$ cat config.mk
export PLATFORM = sky130hd
export DESIGN_NAME = mem_arbiter
export DESIGN_NICKNAME = d
export VERILOG_FILES = /design/src/rtl/mem_arbiter.sv
export SDC_FILE = /design/constraint.sdc
export NUM_CORES = 1
export LEC_CHECK = 0
export CAP_MARGIN = 30
export CELL_PAD_IN_SITES_DETAIL_PLACEMENT = 2
export CELL_PAD_IN_SITES_GLOBAL_PLACEMENT = 2
export CORE_MARGIN = 10
export CORE_UTILIZATION = 21
export CTS_BUF_LIST = sky130_fd_sc_hd__clkbuf_4 sky130_fd_sc_hd__clkbuf_8
export CTS_CLUSTER_DIAMETER = 80
export DETAILED_ROUTE_END_ITERATION = 6
export GPL_TIMING_DRIVEN = 0
export PLACE_DENSITY = 0.88
export SLEW_MARGIN = 20
export SYNTH_ARGS = -nofsm -noshare
export SYNTH_HDL_FRONTEND = slang
export SYNTH_SLANG_ARGS = --single-unit
$ cat constraint.sdc
create_clock -name clk -period 1.85 [get_ports clk]
set_clock_uncertainty 0.2 [all_clocks]
set_input_delay 0.37 -clock clk [delete_from_list [all_inputs] [get_ports clk]]
set_output_delay 0.37 -clock clk [all_outputs]
set_load 0.05 [all_outputs]
$ cat src/rtl/mem_arbiter.sv
//------------------------------------------------------------------------------
// mem_arbiter
//
// Shares a single memory bus port between the IF stage (instruction fetch)
// and the MEM stage (load/store). MEM has priority. Each access gets a
// bounded wait: if bus_ready does not arrive within TIMEOUT_CYC cycles, the
// access is aborted and acknowledged with err=1.
//
// Parameters
//   TIMEOUT_CYC  maximum wait cycles in a busy state (1..255, default 255)
//
// Optional feature
//   MEMARB_ALIGN_CHECK_EN  when defined, misaligned requests are rejected
//                          without touching the bus (ack with err=1).
//
// Ports
//   clk, rst                 clock, synchronous active-high reset
//   if_req/if_addr           fetch request and byte address
//   if_inst/if_ack           fetched word and one-cycle completion pulse
//   mem_req/mem_we/mem_sel   data request, write flag, byte enables
//   mem_addr/mem_wdata       data byte address, store data
//   mem_rdata/mem_ack        load data and one-cycle completion pulse
//   err                      accompanies an ack: timeout or misalignment
//   stall_req                pipeline stall while any requester is unserved
//   bus_ce/bus_we/bus_sel    registered memory controls
//   bus_addr/bus_wdata       registered memory address / write data
//   bus_rdata/bus_ready      memory read data and completion strobe
//------------------------------------------------------------------------------
module mem_arbiter #(
    parameter int TIMEOUT_CYC = 255
) (
    input  logic        clk,
    input  logic        rst,
    input  logic        if_req,
    input  logic [31:0] if_addr,
    output logic [31:0] if_inst,
    output logic        if_ack,
    input  logic        mem_req,
    input  logic        mem_we,
    input  logic [3:0]  mem_sel,
    input  logic [31:0] mem_addr,
    input  logic [31:0] mem_wdata,
    output logic [31:0] mem_rdata,
    output logic        mem_ack,
    output logic        err,
    output logic        stall_req,
    output logic        bus_ce,
    output logic        bus_we,
    output logic [3:0]  bus_sel,
    output logic [31:0] bus_addr,
    output logic [31:0] bus_wdata,
    input  logic [31:0] bus_rdata,
    input  logic        bus_ready
);

    localparam logic [7:0] TIMEOUT_C = 8'(TIMEOUT_CYC);

    typedef enum logic [1:0] {
        ST_IDLE     = 2'd0,
        ST_IF_BUSY  = 2'd1,
        ST_MEM_BUSY = 2'd2
    } state_t;

    state_t      state_q, state_d;
    logic [7:0]  cnt_q, cnt_d;
    logic        if_ack_q, if_ack_d;
    logic        mem_ack_q, mem_ack_d;
    logic        err_q, err_d;
    logic        bus_ce_q, bus_ce_d;
    logic        bus_we_q, bus_we_d;
    logic [3:0]  bus_sel_q, bus_sel_d;
    logic [31:0] bus_addr_q, bus_addr_d;
    logic [31:0] bus_wdata_q, bus_wdata_d;
    logic [31:0] if_inst_q, if_inst_d;
    logic [31:0] mem_rdata_q, mem_rdata_d;

    logic        if_new_s;
    logic        mem_new_s;
    logic        if_mis_s;
    logic        mem_mis_s;

`ifdef MEMARB_ALIGN_CHECK_EN
    // Word accesses need addr[1:0]==0, halfword lanes need addr[0]==0.
    function automatic logic is_misaligned(input logic [1:0] addr_lo,
                                           input logic [3:0] sel);
        logic bad;
        bad = 1'b0;
        if (sel == 4'b1111) begin
            bad = (addr_lo != 2'b00);
        end else if ((sel == 4'b0011) || (sel == 4'b1100)) begin
            bad = addr_lo[0];
        end else begin
            bad = 1'b0;
        end
        return bad;
    endfunction

    assign if_mis_s  = is_misaligned(if_addr[1:0], 4'b1111);
    assign mem_mis_s = is_misaligned(mem_addr[1:0], mem_sel);
`else
    assign if_mis_s  = 1'b0;
    assign mem_mis_s = 1'b0;
`endif

    // The ack cycle doubles as the IDLE decision cycle; the request being
    // acknowledged right now is still high, so it must not be re-served.
    assign if_new_s  = if_req  & ~if_ack_q;
    assign mem_new_s = mem_req & ~mem_ack_q;

    assign stall_req = (if_req & ~if_ack_q) | (mem_req & ~mem_ack_q);

    assign if_ack    = if_ack_q;
    assign mem_ack   = mem_ack_q;
    assign err       = err_q;
    assign bus_ce    = bus_ce_q;
    assign bus_we    = bus_we_q;
    assign bus_sel   = bus_sel_q;
    assign bus_addr  = bus_addr_q;
    assign bus_wdata = bus_wdata_q;
    assign if_inst   = if_inst_q;
    assign mem_rdata = mem_rdata_q;

    // State and output registers with synchronous reset.
    always_ff @(posedge clk) begin
        if (rst) begin
            state_q     <= ST_IDLE;
            cnt_q       <= 8'd0;
            if_ack_q    <= 1'b0;
            mem_ack_q   <= 1'b0;
            err_q       <= 1'b0;
            bus_ce_q    <= 1'b0;
            bus_we_q    <= 1'b0;
            bus_sel_q   <= 4'd0;
            bus_addr_q  <= 32'd0;
            bus_wdata_q <= 32'd0;
            if_inst_q   <= 32'd0;
            mem_rdata_q <= 32'd0;
        end else begin
            state_q     <= state_d;
            cnt_q       <= cnt_d;
            if_ack_q    <= if_ack_d;
            mem_ack_q   <= mem_ack_d;
            err_q       <= err_d;
            bus_ce_q    <= bus_ce_d;
            bus_we_q    <= bus_we_d;
            bus_sel_q   <= bus_sel_d;
            bus_addr_q  <= bus_addr_d;
            bus_wdata_q <= bus_wdata_d;
            if_inst_q   <= if_inst_d;
            mem_rdata_q <= mem_rdata_d;
        end
    end

    // Next-state and next-output logic for the arbitration FSM.
    always_comb begin
        state_d     = state_q;
        cnt_d       = cnt_q;
        if_ack_d    = 1'b0;
        mem_ack_d   = 1'b0;
        err_d       = 1'b0;
        bus_ce_d    = bus_ce_q;
        bus_we_d    = bus_we_q;
        bus_sel_d   = bus_sel_q;
        bus_addr_d  = bus_addr_q;
        bus_wdata_d = bus_wdata_q;
        if_inst_d   = if_inst_q;
        mem_rdata_d = mem_rdata_q;

        case (state_q)
            ST_IDLE: begin
                if (mem_new_s) begin
                    if (mem_mis_s) begin
                        // Rejected without a bus cycle.
                        mem_ack_d   = 1'b1;
                        err_d       = 1'b1;
                        mem_rdata_d = 32'd0;
                    end else begin
                        bus_ce_d    = 1'b1;
                        bus_we_d    = mem_we;
                        bus_sel_d   = mem_sel;
                        bus_addr_d  = mem_addr;
                        bus_wdata_d = mem_wdata;
                        cnt_d       = 8'd0;
                        state_d     = ST_MEM_BUSY;
                    end
                end else if (if_new_s) begin
                    if (if_mis_s) begin
                        if_ack_d  = 1'b1;
                        err_d     = 1'b1;
                        if_inst_d = 32'd0;
                    end else begin
                        bus_ce_d    = 1'b1;
                        bus_we_d    = 1'b0;
                        bus_sel_d   = 4'b1111;
                        bus_addr_d  = if_addr;
                        bus_wdata_d = 32'd0;
                        cnt_d       = 8'd0;
                        state_d     = ST_IF_BUSY;
                    end
                end else begin
                    state_d = ST_IDLE;
                end
            end

            ST_IF_BUSY, ST_MEM_BUSY: begin
                if (bus_ready) begin
                    bus_ce_d = 1'b0;
                    state_d  = ST_IDLE;
                    if (state_q == ST_IF_BUSY) begin
                        if_ack_d  = 1'b1;
                        if_inst_d = bus_rdata;
                    end else begin
                        mem_ack_d   = 1'b1;
                        // Stores return zero data.
                        mem_rdata_d = bus_we_q ? 32'd0 : bus_rdata;
                    end
                end else if (cnt_q == TIMEOUT_C) begin
                    // Abort: ack with err and zero data.
                    bus_ce_d = 1'b0;
                    err_d    = 1'b1;
                    state_d  = ST_IDLE;
                    if (state_q == ST_IF_BUSY) begin
                        if_ack_d  = 1'b1;
                        if_inst_d = 32'd0;
                    end else begin
                        mem_ack_d   = 1'b1;
                        mem_rdata_d = 32'd0;
                    end
                end else begin
                    cnt_d = cnt_q + 8'd1;
                end
            end

            default: begin
                bus_ce_d = 1'b0;
                state_d  = ST_IDLE;
            end
        endcase
    end

endmodule
After elaboration in Yosys (flattened, before gate mapping)
Cells that the tools add are included.
- bits of input ports: 138
- word-level logic and storage cells: 78
- flip-flop bits (word level): 147
- reductions and logical operators: 12
- equal/unequal tests: 7
- bitwise gates (word level): 7
- add/subtract/negate cells: 1
- multiplexer cells: 39
- operators with widths (operator ; number):
    two-way mux 32 bit ; 13
    two-way mux 8 bit ; 4
    case mux 8 bit (2 select lines) ; 1
    two-way mux 1 bit ; 14
    adder 8 x 1 -> 8 bit, second input constant ; 1
    equality test 8 bit, second input constant ; 1
    two-way mux 4 bit ; 2
    two-way mux 2 bit ; 3
    inequality test 3 bit, second input constant ; 2
    AND reduction 3 bit ; 2
    nonzero test 2 bit ; 3
    inequality test 2 bit, second input constant ; 2
    inverter 1 bit ; 4
    case mux 2 bit (2 select lines) ; 1
    AND reduction 2 bit ; 2
    AND reduction 4 bit ; 1
    OR reduction 2 bit ; 2
    OR reduction 3 bit ; 1
    bitwise AND 1 bit ; 2
    equality test 2 x 1 -> 1 bit, second input constant ; 1
    equality test 2 bit, second input constant ; 1
    zero test 2 bit ; 1
    case mux 1 bit (2 select lines) ; 1
    OR 1 bit ; 1

Depth between registers and ports, before layout
Gate-level depths: netlist of the first run.
- depth after elaboration: 5
- depth in mapped cells: 9
- depth with buffers taken out: 7

Worst setup path after synthesis of the first run
No wires, ideal clock.
- path kind: register -> register
- start: register mem_ack_q, in the netlist mem_ack
- end: register bus_addr_q[19], in the netlist bus_addr[19]
- path slack: -278 ps
- stages on the path, launching flop included: 10
- arrival time: 1841 ps
- path through: dfxtp_1 > nor2b_4 > buf_6 > nor2_4 > inv_2 > and2_4 > buf_6 > buf_6 > buf_6 > a211oi_1
- word-level cells in the longest chain between the ends: 4
- elaborated cells between the ends (all ways): 5
- classes of those cells: mux: 1; bitwise: 2; reduce/logical: 2
- RTL lines (what ; line ; source):
    start: declaration ; 67 ; logic mem_ack_q, mem_ack_d;
    start signal: assignment ; 142 ; mem_ack_q <= mem_ack_d;
    inverter 1 bit * ; 108 ; assign mem_new_s = mem_req & ~mem_ack_q;
    bitwise AND 1 bit * ; 108 ;
    nonzero test 2 bit (no line) ; -- ;
    AND reduction 2 bit (no line) ; -- ;
    end signal: assignment ; 147 ; bus_addr_q <= bus_addr_d;
    end: declaration ; 72 ; logic [31:0] bus_addr_q, bus_addr_d;
Mark *: on every way between the ends. The rest lies on a longest branch, timed or not.
A chain may end at the register's enable or synchronous reset.

Worst setup path after layout of the first run
- start: register state_q[0]
- end: register mem_rdata_q[13], in the netlist mem_rdata[13]
- word-level cells in the longest chain between the ends: 3
- elaborated cells between the ends (all ways): 5
- classes of those cells: eq/ne: 2; bitwise: 1; reduce/logical: 2
- RTL lines (what ; line ; source):
    start: declaration ; 64 ; state_t state_q, state_d;
    start signal: assignment ; 139 ; state_q <= state_d;
    equality test 2 x 1 -> 1 bit or equality test 2 bit (tied branches) ; 169, 209, 222 ;
    OR reduction 2 bit or inverter 1 bit (tied branches) ; -- ;
    AND reduction 3 bit (no line) * ; -- ;
    end signal: assignment ; 150 ; mem_rdata_q <= mem_rdata_d;
    end: declaration ; 75 ; logic [31:0] mem_rdata_q, mem_rdata_d;
Marks and branches as above.

==> metrics.md, run 1 <==
| Metric | Value |
|---|---|
| WL/cell | `23.2 µm` |
| Clk_lat worst skew | `0.45 ns` |
| Pwr Total | `8810 µW` |
| Synth Area in Compound Gates | `0.176` |
| Simple-gate area share of the yosys netlist | `0.202` |
| Mux cell area share after synthesis | `0.0564` |
| Buf/Inv on CP | `3` |
| Fillcell total | `2,968` |
| Area contributors post-synth | `dfxtp_1 (50%), a21oi_1 (6.4%), mux2i_1 (5.6%), nor2_1 (5.4%), nand2_1 (4.6%)` |
| Register area share after synthesis | `0.503` |
| Slew @ Worst Pin | `0.857 ns` |
| PwrDens | `825 nW/µm²` |
| Crit path max-delay family | `simple AND/OR/NAND/NOR gates` |
| Starting DRT DRC Count | `226` |
| CP max stage delay | `0.34 ns` |
| Drt drc | `0` |
| Top routing layer in use | `met5` |
| Period minus WS final | `2.10 ns` |
| Fraction of layout cells with a size suffix above 1 | `0.414` |
| Crit-path slowest cell | `dfxtp_2` |
| Largest family of logic cells by synthesized area | `simple AND/OR/NAND/NOR gates` |
| CTS Sinks | `147` |
| Critical Path RT | `2.03 ns` |
| Final wirelength | `31,700 µm` |
| Syn Nets | `797` |
| Vias/cell | `4.65` |
| M1 WL | `12,600 µm` |
| Max Fclk | `477 MHz` |
| Syn avg cell area | `8.92 µm²` |
| Fin util | `0.387` |
| Initial antenna violation count | `3` |
| Hold buffer count at CTS | `0` |
| Row cnt | `61` |
| Min-delay worst type | `in -> reg` |
| ANT nets after route | `0` |
| Worst IR Drop VDD | `316 µV` |
| Failing checks | `setup timing` |
| Growth of design area from synthesis to finish | `82.6%` |
| Startpoint types | `flip-flop` |
| Crit end category | `flip-flop` |
| Clk Tree Root Cell | `clkbuf_8` |
| Post-Synth Adder-Cell Area | `0.00641` |
| Top cell type's share of synthesized area | `0.503` |
| Met2 WL | `16,400 µm` |
| Post-synthesis cell type with the largest combined area | `dfxtp_1` |
| Setup violations, final | `75` |
| Clk buf depth | `2` |
| DR WL met3 | `2340 µm` |
| Fin. Hold Viols | `0` |
| Clk slew on worst S/H paths | `0.10 ns` |
| Post-Synth XOR/XNOR Area | `0` |
| CTS tree | `built` |
| Total gr overflow | `0` |
| Chip Height | `187 µm` |
| I/O Pins | `276` |
| Final Wtd Congestion | `0.784` |
| Count of cell types in the netlist | `38` |
| MaxCap Viol Count | `0` |
| Crit-path cells | `inv_2, ha_4, nand4_1, o21ai_4, and2b_1, buf_12, buf_8, nand3_2, a21oi_2` |
| Post-DP HPWL | `22,200 µm` |
| Leakage dissipation | `0.00386 µW` |
| PnR worst setup slack | `-0.247 ns` |
| Area of the multi-input gates | `3360 µm²` |
| RSZ-0062 raised after global routing | `yes` |
| Worst slew margin | `0.429` |
| Initial Util | `0.212` |
| First-pass GRT wire length | `43,800 µm` |
| CP Max Fanout | `7` |
| Vias | `6,363` |
| Arr. time, crit path | `2.28 ns` |
| H-tree levels | `4` |
| Ys Warns | `0` |
| Mapped Cells | `656` |
| Post-layout nets | `1,116` |
| Clock buffer count from CTS | `17` |
| Critical path class | `reg -> reg` |
| Slew Limit Fails | `0` |
| Core area | `27,600 µm²` |
| Die ar. | `35,000 µm²` |
| Chip width | `187 µm` |
| Number of synthesized register bits | `147` |
| Largest net degree at the start of global routing | `17` |
| Vias in the first global route | `6,958` |
| Register area | `2950 µm²` |
| Overall routing resource usage | `0.160` |
| # port buffers | `274` |
| DR pass1 iterations | `4` |
| Status | `finished, violations left` |
| Post-Synthesis Cell Area | `5850 µm²` |
| Period utilisation layout | `1.13` |
-- layout make-up --
type | count | share of cell area
Buffer | 60 | 0.0434
Antenna cell | 2 | 0.000468
Sequential cell | 147 | 0.276
Multi-Input combinational cell | 442 | 0.314
Clock buffer | 17 | 0.0219
Clock inverter | 14 | 0.0166
Tap cell | 378 | 0.0443
Timing Repair Buffer | 302 | 0.281
Inverter | 5 | 0.00199
-- tightest hold or removal path: stages --
cell     delay (ns)
buf_2          0.17
nand4_1        0.12
a21oi_1        0.09
-- repair_timing --
item,4_1_cts,5_1_grt
endpoints found under the setup margin,282,124
pin swaps,30,57
gates cloned,2,6
buffers inserted,10,12
gates resized for setup,508,274
-- cells in the mapped netlist, drive strengths merged --
master	instances
nor2	85
nand3	40
nand3b	1
buf	17
or3	2
o21bai	1
nand2	72
a22oi	33
nand4	34
and2	2
nor3	6
nand4b	1
or4	1
a31oi	2
mux2i	33
inv	5
nor4	1
nand2b	4
ha	3
a21oi	75
nor2b	4
dfxtp	147
and2b	1
a21o	2
clkbuf	46
a211oi	32
o21ai	6
-- flip-flops by register name, indices dropped and copies added (netlist names) --
register / flops
bus_addr: 32
bus_ce: 1
bus_sel: 4
bus_wdata: 32
bus_we: 1
cnt_q: 8
err: 1
if_ack: 1
if_inst: 32
mem_ack: 1
mem_rdata: 32
state_q: 2
-- per-layer routing --
metal	vias to the layer above	global-route usage
met5	-	0
met3	27	0.0651
met1	3153	0.177
met2	226	0.280
li1	2955	-
met4	2	0.0385
-- cell families after synthesis --
kind of cell,Yosys count
AND/OR/NAND/NOR,254
flip-flops,147
adder cells (fa/ha/maj),3
buffers and inverters,68
AO/OA/AOI/OAI,151
multiplexers,33
-- placed cells by master, fill, tap and decap left out, types with 3 or more instances in the layout --
cell             Yosys  routed
a211oi_1            17      11
a211oi_2            15      21
a21oi_1             75      18
a21oi_2              0      57
a22oi_1             33      33
buf_12               0       7
buf_2                8      52
buf_4                1      16
buf_6                8      11
buf_8                0       4
bufinv_16            0       3
clkbuf_1            46      16
clkbuf_16            0       6
clkbuf_2             0      16
clkbuf_4             0       3
clkbuf_8             0      19
clkdlybuf4s15_2      0      89
clkdlybuf4s18_2      0       3
clkdlybuf4s50_1      0     135
clkinv_4             0       3
dfxtp_1            147     141
dfxtp_2              0       5
inv_6                0       4
mux2i_1             33      32
nand2_1             72      39
nand2_4              0      32
nand3_1             40      13
nand3_2              0      20
nand3_4              0       7
nand4_1             33      33
nor2_1              84      81
nor2_4               1       3
nor3_1               6       5
-- power breakdown --
part           switching [µW]  total [µW]  internal, µW
Combinational            1600        2580           975
Sequential                119        3470          3350
Clock                    1420        2770          1350
-- metrics by stage --
stage / hold WS [ns] / instance area, µm² / std cells / setup slack [ns] / setup TNS [ns]
3_3_place_gp: 0.237 / 9100 / 1308 / -0.923 / -88.60
6_report: 0.155 / 10700 / 1367 / -0.247 / -12.39
4_1_cts: 0.0540 / 9990 / 1348 / -0.157 / -7.50
2_1_floorplan: 0.262 / 5880 / 656 / 0.00901 / 0
3_5_place_dp: 0.250 / 9100 / 1308 / -0.925 / -89.57
5_1_grt: 0.127 / 10700 / 1366 / -0.330 / -18.87
-- final timing paths --
path | from | to | slack [ns] | depth (start not counted)
max | state_q[0] | mem_rdata[13] | -0.25 | 9
min | bus_ready | if_inst[0] | 0.15 | 3
max reg2reg | state_q[0] | mem_rdata[13] | -0.25 | 9
min reg2reg | if_inst[8] | if_inst[8] | 0.28 | 2
Power figures use the tool's default switching activity.
==> run 2: changes to the inputs <==
--- a/config.mk
+++ b/config.mk
@@ -8,13 +8,13 @@
 export CAP_MARGIN = 30
 export CELL_PAD_IN_SITES_DETAIL_PLACEMENT = 2
 export CELL_PAD_IN_SITES_GLOBAL_PLACEMENT = 2
-export CORE_MARGIN = 10
 export CORE_UTILIZATION = 21
 export CTS_BUF_LIST = sky130_fd_sc_hd__clkbuf_4 sky130_fd_sc_hd__clkbuf_8
 export CTS_CLUSTER_DIAMETER = 80
 export DETAILED_ROUTE_END_ITERATION = 6
 export GPL_TIMING_DRIVEN = 0
 export PLACE_DENSITY = 0.88
+export SETUP_SLACK_MARGIN = 0.15
 export SLEW_MARGIN = 20
 export SYNTH_ARGS = -nofsm -noshare
 export SYNTH_HDL_FRONTEND = slang
==> metrics.md, run 2 (synthesis results as in run 1) <==
| Metric | Value |
|---|---|
| HP Start | `bus_ready` |
| Post-layout nets | `1,132 (+1.4%)` |
| # port buffers | `274 (unchanged)` |
| Worst slew margin | `0.520 (+0.0912)` |
| Dpl ws | `-0.821 ns (+0.104 ns)` |
| First-pass GRT wire length | `41,400 µm (-5.6%)` |
| Clk_lat worst skew | `0.44 ns (about the same)` |
| Critical Path RT | `1.95 ns (-0.08 ns)` |
| Overall routing resource usage | `0.189 (+0.0292)` |
| Slew Limit Fails | `0 (unchanged)` |
| Row cnt | `60 (-1.6%)` |
| Drt drc | `0 (unchanged)` |
| Commonest non-fill, non-tap cell in the layout | `dfxtp_1` |
| Worst r2r src | `state_q[1]` |
| CTS Sinks | `147 (unchanged)` |
| Hold buffer count at CTS | `0 (unchanged)` |
| Setup violations, final | `70 (-6.7%)` |
| RSZ-0062 raised after global routing | `yes` |
| Fin util | `0.381 (-0.00548)` |
| Critical path class | `reg -> reg` |
| Startpoint types | `flip-flop` |
| Clk slew on worst S/H paths | `0.09 ns (about the same)` |
| Final wirelength | `28,300 µm (-11%)` |
| Final Wtd Congestion | `0.791 (+0.93%)` |
| Failing checks | `setup timing` |
| Post-DP HPWL | `19,700 µm (-11%)` |
| PnR worst setup slack | `-0.221 ns (+0.0258 ns)` |
| Most frequent cells in the layout | `dfxtp_1 (141), clkdlybuf4s50_1 (135), buf_2 (78)` |
| Logic pwr share | `0.318 (+0.026)` |
| MaxCap Viol Count | `0 (unchanged)` |
| Chip Height | `169 µm (-9.6%)` |
| Net Switching | `3090 µW (-1.5%)` |
| Fillcell total | `2,969 (+0.034%)` |
| Vias in the first global route | `7,130 (+2.5%)` |
| Clock buffer count from CTS | `17 (unchanged)` |
| Clk network pwr share | `0.295 (-0.019)` |
| Slew @ Worst Pin | `0.720 ns (-0.137 ns)` |
| DR pass1 iterations | `4 (unchanged)` |
| DP Area | `9230 µm² (+1.5%)` |
| Fraction of layout cells with a size suffix above 1 | `0.403 (-0.0116)` |
| Min-delay worst type | `in -> reg` |
| Vias | `6,453 (+1.4%)` |
| Crit end category | `flip-flop` |
| Initial antenna violation count | `2 (-1)` |
| Vias/cell | `4.68 (+0.60%)` |
| R2R Path End | `cnt_q[0]` |
| Growth of design area from synthesis to finish | `77.0%` |
| Clk Tree Root Cell | `clkbuf_8` |
| Part of the power in registers | `0.387 (-0.007)` |
| PwrDens | `870 nW/µm² (+5.5%)` |
| Die ar. | `28,500 µm² (-18%)` |
| Worst IR Drop VDD | `353 µV (+12%)` |
| Fin. Hold Viols | `0 (unchanged)` |
| Largest net degree at the start of global routing | `17 (unchanged)` |
| Period utilisation layout | `1.12 (-0.0139)` |
| Hold endpoint | `if_inst[0]` |
| I/O Pins | `276 (unchanged)` |
| Worst R2R Path Depth | `11 (+2)` |
| Pwr Total | `9010 µW (+2.3%)` |
| CTS tree | `built` |
| Core area | `27,200 µm² (-1.6%)` |
| Initial Util | `0.215 (+0.00353)` |
| H-tree levels | `4 (unchanged)` |
| Starting DRT DRC Count | `199 (-12%)` |
| Status | `finished, violations left` |
| CP Max Fanout | `8 (+1)` |
| Clk buf depth | `2 (unchanged)` |
| Sw frac | `0.343 (-0.0133)` |
| Chip width | `169 µm (-9.6%)` |
| Design Area, Final | `10,400 µm² (-3.0%)` |
| Max Fclk | `483 MHz (+1.2%)` |
| Leakage dissipation | `0.00407 µW (+5.4%)` |
| ANT nets after route | `0 (unchanged)` |
| WL/cell | `20.5 µm (-11%)` |
| Arr. time, crit path | `2.18 ns (-0.10 ns)` |
| Period minus WS final | `2.07 ns (-0.0258 ns)` |
| R2R Setup Slk | `-0.22 ns (+0.03 ns)` |
| Hold Path Depth | `3 (unchanged)` |
| Total gr overflow | `0 (unchanged)` |
| P_int | `5920 µW (+4.4%)` |
[run 2: cell types whose count changed in the layout (fill, tap and decap cells not counted), sizes merged, moves of 2 or more]
cell,delta
clkdlybuf4s15,-89
buf,+70
clkbuf,+46
clkdlybuf4s18,-3
clkinv,-2
inv,-4
[run 2: critical path, stage by stage, from the launching register on]
cell and delay [ns]:
dfxtp_2 0.35, inv_4 0.05, ha_4 0.26, buf_6 0.12, nand2_4 0.05, o21ai_4 0.06
buf_4 0.14, buf_6 0.11, buf_6 0.11, a21o_4 0.23, mux2i_1 0.18, nor2_1 0.08
[run 2: how the worst max path moves through the flow]
stage	startpoint	endpoint	slack, ns	cells after the start
final	state_q[1]	cnt_q[0]	-0.22	11
after detailed placement	mem_req	stall_req	-0.82	6
after global routing	state_q[1]	cnt_q[0]	-0.27	11
after floorplan	mem_ack	bus_addr[19]	0.03	9
after global placement	mem_req	stall_req	-0.80	6
after CTS	state_q[0]	mem_rdata[4]	-0.15	9
[run 2: power by group through the flow]
stage,registers (µW),clock network [µW],logic (µW)
floorplan,4140,0,754
global placement,3520,0,2290
detailed placement,3540,0,2350
CTS,3470,2780,2580
global route,3510,2880,3010
finish,3490,2660,2870
[run 2: final cells by class]
| type | count | area [µm²] | area share |
|---|---|---|---|
| inverters | 5 | 26.3 | 0.00254 |
| clock inverters | 7 | 97.6 | 0.00942 |
| diodes | 3 | 7.51 | 0.000724 |
| multi-input cells | 441 | 3180 | 0.307 |
| flip-flops and latches | 147 | 2960 | 0.285 |
| repair buffers | 317 | 2700 | 0.260 |
| plain buffers | 62 | 624 | 0.0602 |
| well taps | 372 | 465 | 0.0449 |
| clock buffers | 24 | 312 | 0.0301 |
[run 2: repair_timing]
item                                    4_1_cts  5_1_grt
pin swaps                                    22       40
endpoints found under the setup margin      284      186
buffers inserted                             15       20
resized for setup                           833      148
gates cloned                                  7        1
[run 2: metal layers]
| layer | vias to the layer above | GRT usage | wire, µm |
|---|---|---|---|
| met3 | 44 | 0.0606 | 1960 |
| met5 | - | 0 | 0 |
| met4 | 0 | 0.0700 | 773 |
| met1 | 3215 | 0.202 | 10800 |
| met2 | 215 | 0.347 | 14800 |
| li1 | 2979 | - | - |
[run 2: per-stage QoR]
step | hold slack (ns) | instances | TNS [ns]
5_1_grt | 0.118 | 1378 | -12.48
2_1_floorplan | 0.265 | 656 | 0
3_3_place_gp | 0.238 | 1302 | -75.27
3_5_place_dp | 0.250 | 1302 | -80.83
4_1_cts | 0.0934 | 1354 | -4.71
6_report | 0.127 | 1378 | -7.98
==> run 3: changes to the inputs <==
--- a/config.mk
+++ b/config.mk
@@ -5,7 +5,7 @@
 export SDC_FILE = /design/constraint.sdc
 export NUM_CORES = 1
 export LEC_CHECK = 0
-export CAP_MARGIN = 30
+export CAP_MARGIN = 15
 export CELL_PAD_IN_SITES_DETAIL_PLACEMENT = 2
 export CELL_PAD_IN_SITES_GLOBAL_PLACEMENT = 2
 export CORE_UTILIZATION = 21
==> results of run 3 <==
Same layout as run 2: the final DEF is identical, and so are final timing and power.
